File: src/rtl/zx_keyboard_pkg.sv
// zx_keyboard_pkg: PS/2 set-2 scan-code map table and matrix-position encoding.
// Define ZX_KEYBOARD_KEMPSTON_EN to route arrows/RAlt to the Kempston port.
package zx_keyboard_pkg;

    localparam int NROWS = 8;
    localparam int NCOLS = 5;
    localparam int NMAT  = NROWS * NCOLS;
    localparam int NTAB  = 53;

`ifdef ZX_KEYBOARD_KEMPSTON_EN
    localparam int NKEYS = 53;
`else
    localparam int NKEYS = 52;
`endif

    typedef logic [5:0] pos_t;
    typedef logic [5:0] idx_t;

    typedef struct packed {
        logic valid;
        idx_t idx;
        pos_t pos_a;
        pos_t pos_b;
    } key_map_t;

    localparam pos_t POS_NONE = 6'h3F;
    localparam pos_t POS_KEMP = 6'd40;
    localparam pos_t POS_END  = 6'd45;
    localparam pos_t KEMP_R   = 6'd40;
    localparam pos_t KEMP_L   = 6'd41;
    localparam pos_t KEMP_D   = 6'd42;
    localparam pos_t KEMP_U   = 6'd43;
    localparam pos_t KEMP_F   = 6'd44;

    localparam int K_A     = 0;
    localparam int K_0     = 26;
    localparam int K_ENTER = 36;
    localparam int K_SPACE = 37;
    localparam int K_SHIFT = 38;
    localparam int K_CTRL  = 39;
    localparam int K_BKSP  = 40;
    localparam int K_ESC   = 41;
    localparam int K_LEFT  = 42;
    localparam int K_RALT  = 52;

    function automatic pos_t mpos(input int r, input int c);
        return pos_t'(r * NCOLS + c);
    endfunction

    localparam pos_t CS = 6'd0;
    localparam pos_t SS = 6'd36;

`ifdef ZX_KEYBOARD_KEMPSTON_EN
    localparam pos_t LEFT_A  = KEMP_L;
    localparam pos_t LEFT_B  = POS_NONE;
    localparam pos_t DOWN_A  = KEMP_D;
    localparam pos_t DOWN_B  = POS_NONE;
    localparam pos_t UP_A    = KEMP_U;
    localparam pos_t UP_B    = POS_NONE;
    localparam pos_t RIGHT_A = KEMP_R;
    localparam pos_t RIGHT_B = POS_NONE;
`else
    localparam pos_t LEFT_A  = CS;
    localparam pos_t LEFT_B  = mpos(3, 4);
    localparam pos_t DOWN_A  = CS;
    localparam pos_t DOWN_B  = mpos(4, 4);
    localparam pos_t UP_A    = CS;
    localparam pos_t UP_B    = mpos(4, 3);
    localparam pos_t RIGHT_A = CS;
    localparam pos_t RIGHT_B = mpos(4, 2);
`endif

    // {scan code, first matrix key, second matrix key}; both shifts share K_SHIFT
    localparam logic [19:0] MAP_TBL [NTAB] = '{
        {8'h1C, mpos(1, 0), POS_NONE},
        {8'h32, mpos(7, 4), POS_NONE},
        {8'h21, mpos(0, 3), POS_NONE},
        {8'h23, mpos(1, 2), POS_NONE},
        {8'h24, mpos(2, 2), POS_NONE},
        {8'h2B, mpos(1, 3), POS_NONE},
        {8'h34, mpos(1, 4), POS_NONE},
        {8'h33, mpos(6, 4), POS_NONE},
        {8'h43, mpos(5, 2), POS_NONE},
        {8'h3B, mpos(6, 3), POS_NONE},
        {8'h42, mpos(6, 2), POS_NONE},
        {8'h4B, mpos(6, 1), POS_NONE},
        {8'h3A, mpos(7, 2), POS_NONE},
        {8'h31, mpos(7, 3), POS_NONE},
        {8'h44, mpos(5, 1), POS_NONE},
        {8'h4D, mpos(5, 0), POS_NONE},
        {8'h15, mpos(2, 0), POS_NONE},
        {8'h2D, mpos(2, 3), POS_NONE},
        {8'h1B, mpos(1, 1), POS_NONE},
        {8'h2C, mpos(2, 4), POS_NONE},
        {8'h3C, mpos(5, 3), POS_NONE},
        {8'h2A, mpos(0, 4), POS_NONE},
        {8'h1D, mpos(2, 1), POS_NONE},
        {8'h22, mpos(0, 2), POS_NONE},
        {8'h35, mpos(5, 4), POS_NONE},
        {8'h1A, mpos(0, 1), POS_NONE},
        {8'h45, mpos(4, 0), POS_NONE},
        {8'h16, mpos(3, 0), POS_NONE},
        {8'h1E, mpos(3, 1), POS_NONE},
        {8'h26, mpos(3, 2), POS_NONE},
        {8'h25, mpos(3, 3), POS_NONE},
        {8'h2E, mpos(3, 4), POS_NONE},
        {8'h36, mpos(4, 4), POS_NONE},
        {8'h3D, mpos(4, 3), POS_NONE},
        {8'h3E, mpos(4, 2), POS_NONE},
        {8'h46, mpos(4, 1), POS_NONE},
        {8'h5A, mpos(6, 0), POS_NONE},
        {8'h29, mpos(7, 0), POS_NONE},
        {8'h12, CS,         POS_NONE},
        {8'h14, SS,         POS_NONE},
        {8'h66, CS,         mpos(4, 0)},
        {8'h76, CS,         mpos(7, 0)},
        {8'h6B, LEFT_A,     LEFT_B},
        {8'h72, DOWN_A,     DOWN_B},
        {8'h75, UP_A,       UP_B},
        {8'h74, RIGHT_A,    RIGHT_B},
        {8'h41, SS,         mpos(7, 3)},
        {8'h49, SS,         mpos(7, 2)},
        {8'h4E, SS,         mpos(6, 3)},
        {8'h55, SS,         mpos(6, 1)},
        {8'h4C, SS,         mpos(5, 1)},
        {8'h4A, SS,         mpos(0, 4)},
        {8'h11, KEMP_F,     POS_NONE}
    };

    function automatic pos_t pos_a_of(input int i);
        return MAP_TBL[i][11:6];
    endfunction

    function automatic pos_t pos_b_of(input int i);
        return MAP_TBL[i][5:0];
    endfunction

    function automatic key_map_t key_map(input logic [7:0] code);
        key_map_t m;
        m       = '0;
        m.pos_a = POS_NONE;
        m.pos_b = POS_NONE;
        for (int i = 0; i < NKEYS; i++) begin
            if (!m.valid && (MAP_TBL[i][19:12] == code ||
                (i == K_SHIFT && code == 8'h59))) begin
                m.valid = 1'b1;
                m.idx   = idx_t'(i);
                m.pos_a = pos_a_of(i);
                m.pos_b = pos_b_of(i);
            end
        end
        return m;
    endfunction

endpackage

File: src/rtl/zx_keyboard_decode.sv
// zx_keyboard_decode: registered stage 1, scan code -> table index/valid/press.
// Table contents follow ZX_KEYBOARD_KEMPSTON_EN via the package.
module zx_keyboard_decode
    import zx_keyboard_pkg::*;
(
    input  logic       clock,
    input  logic       reset,
    input  logic       strb_i,
    input  logic       make_i,
    input  logic [7:0] code_i,
    input  logic       clr_i,
    output idx_t       idx_o,
    output logic       valid_o,
    output logic       press_o
);

    key_map_t m;
    idx_t     idx_d, idx_q;
    logic     valid_d, valid_q;
    logic     press_d, press_q;
    logic     unused_pos;

    // clr wins over a coincident strobe
    always_comb begin
        m       = key_map(code_i);
        idx_d   = m.idx;
        valid_d = strb_i & m.valid & ~clr_i;
        press_d = ~make_i;
    end

    assign unused_pos = ^{m.pos_a, m.pos_b};

    always_ff @(posedge clock or negedge reset) begin
        if (!reset) begin
            idx_q   <= '0;
            valid_q <= 1'b0;
            press_q <= 1'b0;
        end else begin
            idx_q   <= idx_d;
            valid_q <= valid_d;
            press_q <= press_d;
        end
    end

    assign idx_o   = idx_q;
    assign valid_o = valid_q;
    assign press_o = press_q;

endmodule

File: src/rtl/zx_keyboard.sv
// zx_keyboard: PS/2 events -> held-entry vector -> 8x5 ZX Spectrum matrix.
// Define ZX_KEYBOARD_KEMPSTON_EN to add the kemp joystick output.
module zx_keyboard
    import zx_keyboard_pkg::*;
(
    input  logic       clock,
    input  logic       reset,
    input  logic       strb,
    input  logic       make,
    input  logic [7:0] code,
    input  logic       clr,
    input  logic [7:0] addr,
    output logic [4:0] col,
    output logic       held_any
`ifdef ZX_KEYBOARD_KEMPSTON_EN
    ,
    output logic [4:0] kemp
`endif
);

    idx_t             s1_idx;
    logic             s1_valid;
    logic             s1_press;
    logic [NKEYS-1:0] held_d, held_q;
    logic [NMAT-1:0]  matrix_d, matrix_q;
    logic             any_d, any_q;
    logic [4:0]       sel;
    pos_t             p;
`ifdef ZX_KEYBOARD_KEMPSTON_EN
    logic [4:0]       kemp_d, kemp_q;
`endif

    zx_keyboard_decode u_decode (
        .clock   (clock),
        .reset   (reset),
        .strb_i  (strb),
        .make_i  (make),
        .code_i  (code),
        .clr_i   (clr),
        .idx_o   (s1_idx),
        .valid_o (s1_valid),
        .press_o (s1_press)
    );

    always_comb begin
        held_d = held_q;
        if (clr) begin
            held_d = '0;
        end else if (s1_valid) begin
            held_d[s1_idx] = s1_press;
        end
    end

    // Each target is the OR of every held entry that reaches it
    always_comb begin
        matrix_d = '0;
`ifdef ZX_KEYBOARD_KEMPSTON_EN
        kemp_d   = '0;
`endif
        p        = POS_NONE;
        for (int i = 0; i < NKEYS; i++) begin
            for (int k = 0; k < 2; k++) begin
                p = (k == 0) ? pos_a_of(i) : pos_b_of(i);
                if (held_q[i] && p < POS_KEMP) begin
                    matrix_d[p] = 1'b1;
                end
`ifdef ZX_KEYBOARD_KEMPSTON_EN
                if (held_q[i] && p >= POS_KEMP && p < POS_END) begin
                    kemp_d[3'(p - POS_KEMP)] = 1'b1;
                end
`endif
            end
        end
        any_d = |held_q;
    end

    always_ff @(posedge clock or negedge reset) begin
        if (!reset) begin
            held_q   <= '0;
            matrix_q <= '0;
            any_q    <= 1'b0;
`ifdef ZX_KEYBOARD_KEMPSTON_EN
            kemp_q   <= '0;
`endif
        end else begin
            held_q   <= held_d;
            matrix_q <= matrix_d;
            any_q    <= any_d;
`ifdef ZX_KEYBOARD_KEMPSTON_EN
            kemp_q   <= kemp_d;
`endif
        end
    end

    always_comb begin
        sel = '0;
        for (int r = 0; r < NROWS; r++) begin
            if (!addr[r]) begin
                sel = sel | matrix_q[r*NCOLS +: NCOLS];
            end
        end
        col = ~sel;
    end

    assign held_any = any_q;
`ifdef ZX_KEYBOARD_KEMPSTON_EN
    assign kemp     = kemp_q;
`endif

endmodule

File: config.mk
export PLATFORM = sky130hd
export DESIGN_NAME = zx_keyboard
export DESIGN_NICKNAME = d
export VERILOG_FILES = /design/src/rtl/zx_keyboard_pkg.sv /design/src/rtl/zx_keyboard_decode.sv /design/src/rtl/zx_keyboard.sv
export SDC_FILE = /design/constraint.sdc
export NUM_CORES = 1
export LEC_CHECK = 0
export ABC_AREA = 0
export CELL_PAD_IN_SITES_DETAIL_PLACEMENT = 1
export CELL_PAD_IN_SITES_GLOBAL_PLACEMENT = 1
export CORE_MARGIN = 1
export CORE_UTILIZATION = 23
export CTS_CLUSTER_DIAMETER = 40
export DETAILED_ROUTE_END_ITERATION = 16
export PLACE_DENSITY_LB_ADDON = 0.2
export REMOVE_ABC_BUFFERS = 1
export SLEW_MARGIN = 20
export SYNTH_ARGS = -nofsm -noshare
export SYNTH_HDL_FRONTEND = slang
export SYNTH_SLANG_ARGS = --single-unit
File: constraint.sdc
create_clock -name clock -period 2.9 [get_ports clock]
set_input_delay 0.58 -clock clock [delete_from_list [all_inputs] [get_ports clock]]
set_output_delay 0.58 -clock clock [all_outputs]
set_load 0.05 [all_outputs]
==> results.md <==
* Status: complete, no violations
* Vias at 4531
* Tightest Pin Transition at 0.7171 ns
* CP Max Fanout at 5
* Post-Synthesis Cells at 583
* Most frequent cells in the layout: 101 x dfrtp_1, 78 x o21ai_0, 64 x nand2_1
* IO Port Bufs at 26
* Critical Path Stages at 4
* Setup crit start kind: primary input
* Post-Synth Simple-Gate Area at 0.2708
* Via density at 4.947
* Post-DP HPWL at 13.36 mm
* Worst hold slack at 0.2376 ns
* Area growth syn-to-layout at 22.84%
* Synth top area share at 0.4836
* Post_cts resized at 0
* Placed Cells at 900
* Die width at 152.7 um
* Clock-pin transition on the worst setup and hold timing paths at 0.07 ns
* Setup Skew at 0.007516 ns
* Setup-failing EPs final at 0
* Post-route cell area at 0.006420 mm^2
* Pre-CTS setup slack at -0.03924 ns
* TritonCTS clock tree: done
* Worst path max stage delay at 0.61 ns
* Total GRT Usage at 0.1583
* Leakage at 2.694 nW
* CP max-delay cell: clkdlybuf4s50_1
* Synth Flop Type: dfrtp_1
* Critical Path RT at 2.32 ns
* Setup_tns at 0 ns
* Syn_area_per_cell at 8.964 um^2
* Relative slew slack at 0.5209
* WL per Instance at just under 20 um
* Share of layout cells above drive strength 1 at 0.1447
* # DRC at 0
* Fin cells at about 920
* MaxCap Viol Count at 0
* Delay-heaviest family, CP: buffers and inverters
* Initial DRC Count at 181
* Worst setup EP type: primary output
* Global-route wire length before repair at between 20 and 30 mm
* CTS buffer count at 9
* # clock sinks at a little over 100
* Final Hold Fails at 0
* Synthesis Warnings at 0
* Initial antenna violation count at 0
* Post-CTS Setup Repair Bufs at 0
* Core area at ~0.022 mm^2
* Post-Route WL at 17.73 mm
* Power Density at 470.5 mW/mm^2
* Initial core utilization at 0.2373
* Setup WS post-layout at 0.2505 ns
* Clk_lat worst skew at 0.35 ns
* Post-CTS Hold Fix Bufs at 0
* Fin crit period at around 2.6 ns
* Row cnt at 54
* Post-synthesis mux area share at 0
* Yosys cell types at between 60 and 70
* Largest family of logic cells by synthesized area: simple AND/OR/NAND/NOR gates
* Die area at 0.02333 mm^2
* Number of flops mapped to enable cells by yosys at 0
* Seq/Total Area, Yosys at 0.4836
* RSZ-0062 raised after global routing: no
* Post-synth ARST share at 1.000
* Crit path DAT at about 2.1 ns
* Number of fill cells at 2567
* WP buf/inv at 2
* Hold crit path type: in -> async
* CP Cell Sequence: clkdlybuf4s50_1 > o22ai_1 > nor4_1 > buf_12
* Die height at 152.7 um
* Fin crit share at 0.9136
* Crit path kind: in -> out
* Reg2Reg Depth at 4
* Synth Cell Area at 0.005226 mm^2
* Post-Synth Adder-Cell Area at 0
* Maximum root-to-sink buffer count at 2
* I/O pin cnt at 27
* Routability cong. at 0.8337
* Largest net degree at the start of global routing at 61
* R2R Setup Slk at 0.74 ns
* Final Max Slew Viols at 0
* Clock Tree Root: clkbuf_16
* Reg2reg end: held_any
* Fin nets at approximately 650
* Placed cell areas at just over 0.006 mm^2
* Fmax at 0.3774 GHz
* Largest cells by area after synthesis: dfrtp_1 48%, o21ai_0 7.5%, nand3b_1 5.0%
* XOR/XNOR Fraction of Synth Area at 0.006703
* Post-synthesis compound-gate area fraction at 0.1760
* Drt pass-1 iters at 6
* Gr ovfl total at 0
* Vias in the first global route at 4775
* N_diodes at 0
* FF-to-FF Start: held_q[33]
* Most common cell after layout, fill and taps aside: dfrtp_1
* Cell taking the most area after synthesis: dfrtp_1
* CTS HTree Levels at 3
* Seq cells post-synth at 101
* Post-route ant nets at 0
* Worst IR drop on VDD at ~0.23 mV
worst reg2reg max path: cells and delay by family, from the launching register on:
kind          cells  cell delay [ns]
flops             1             0.41
simple gates      4             1.63
report_power, final:
part           total, mW  leakage (nW)  internal, mW  switching (mW)
logic              0.327          1.13         0.124           0.203
clock network       1.26         0.153         0.690           0.569
registers           1.43          1.41          1.42          0.0175
worst max-delay path by stage:
stage                 start                 to  slack [ns]
floorplan           addr[3]             col[0]        0.11
global placement    code[6]  u_decode.idx_o[0]        0.05
detailed placement  code[4]   u_decode.valid_o       -0.04
CTS                 addr[6]             col[4]        0.29
global route        code[4]   u_decode.valid_o        0.15
finish              addr[6]             col[4]        0.25
metal layers:
metal  GRT usage  share of wire
met1      0.1978           0.44
met2      0.2835           0.51
met3     0.01621          0.025
met4     0.05339          0.021
met5           0              0
state kept, by name (all words and copies together) (netlist names):
signal            cells
u_decode.valid_o      1
held_any              1
held_q               52
u_decode.idx_o        6
matrix_q             40
u_decode.press_o      1
cell type report:
| type | count | area, um^2 | share of cell area |
|---|---|---|---|
| Clock buffer | 9 | 225.2 | 0.03508 |
| Multi-Input combinational cell | 402 | 2370 | 0.3691 |
| Clock inverter | 7 | 85.08 | 0.01325 |
| Inverter | 45 | 171.4 | 0.02670 |
| Timing Repair Buffer | 72 | 690.7 | 0.1076 |
| Tap cell | 280 | 350.3 | 0.05457 |
| Sequential cell | 101 | 2527 | 0.3937 |
cells in the mapped netlist, types with 10 or more instances:
library cell / n
dfrtp_1: 101
o21ai_0: 78
nand2_1: 64
inv_1: 44
nand3b_1: 35
nor2b_1: 29
o22ai_1: 24
nor2_1: 22
clkbuf_1: 19
nor4_1: 18
or2_2: 14
nand3_1: 11
nor3_1: 10
per-stage QoR:
stage / utilization / power, mW
after detailed placement: 0.2774 / 1.792
after global routing: 0.2915 / 3.143
final: 0.2915 / 3.020
after CTS: 0.2915 / 3.062
after floorplan: - / 1.568
after global placement: 0.2774 / 1.791
cell families (layout without fill, tap and decap cells):
logic type | Yosys count | in the layout
simple gates | 247 | 247
compound gates | 151 | 151
flops | 101 | 101
buf+inv | 80 | 133
xor+xnor | 4 | 4
(Power assumes the default switching activity.)
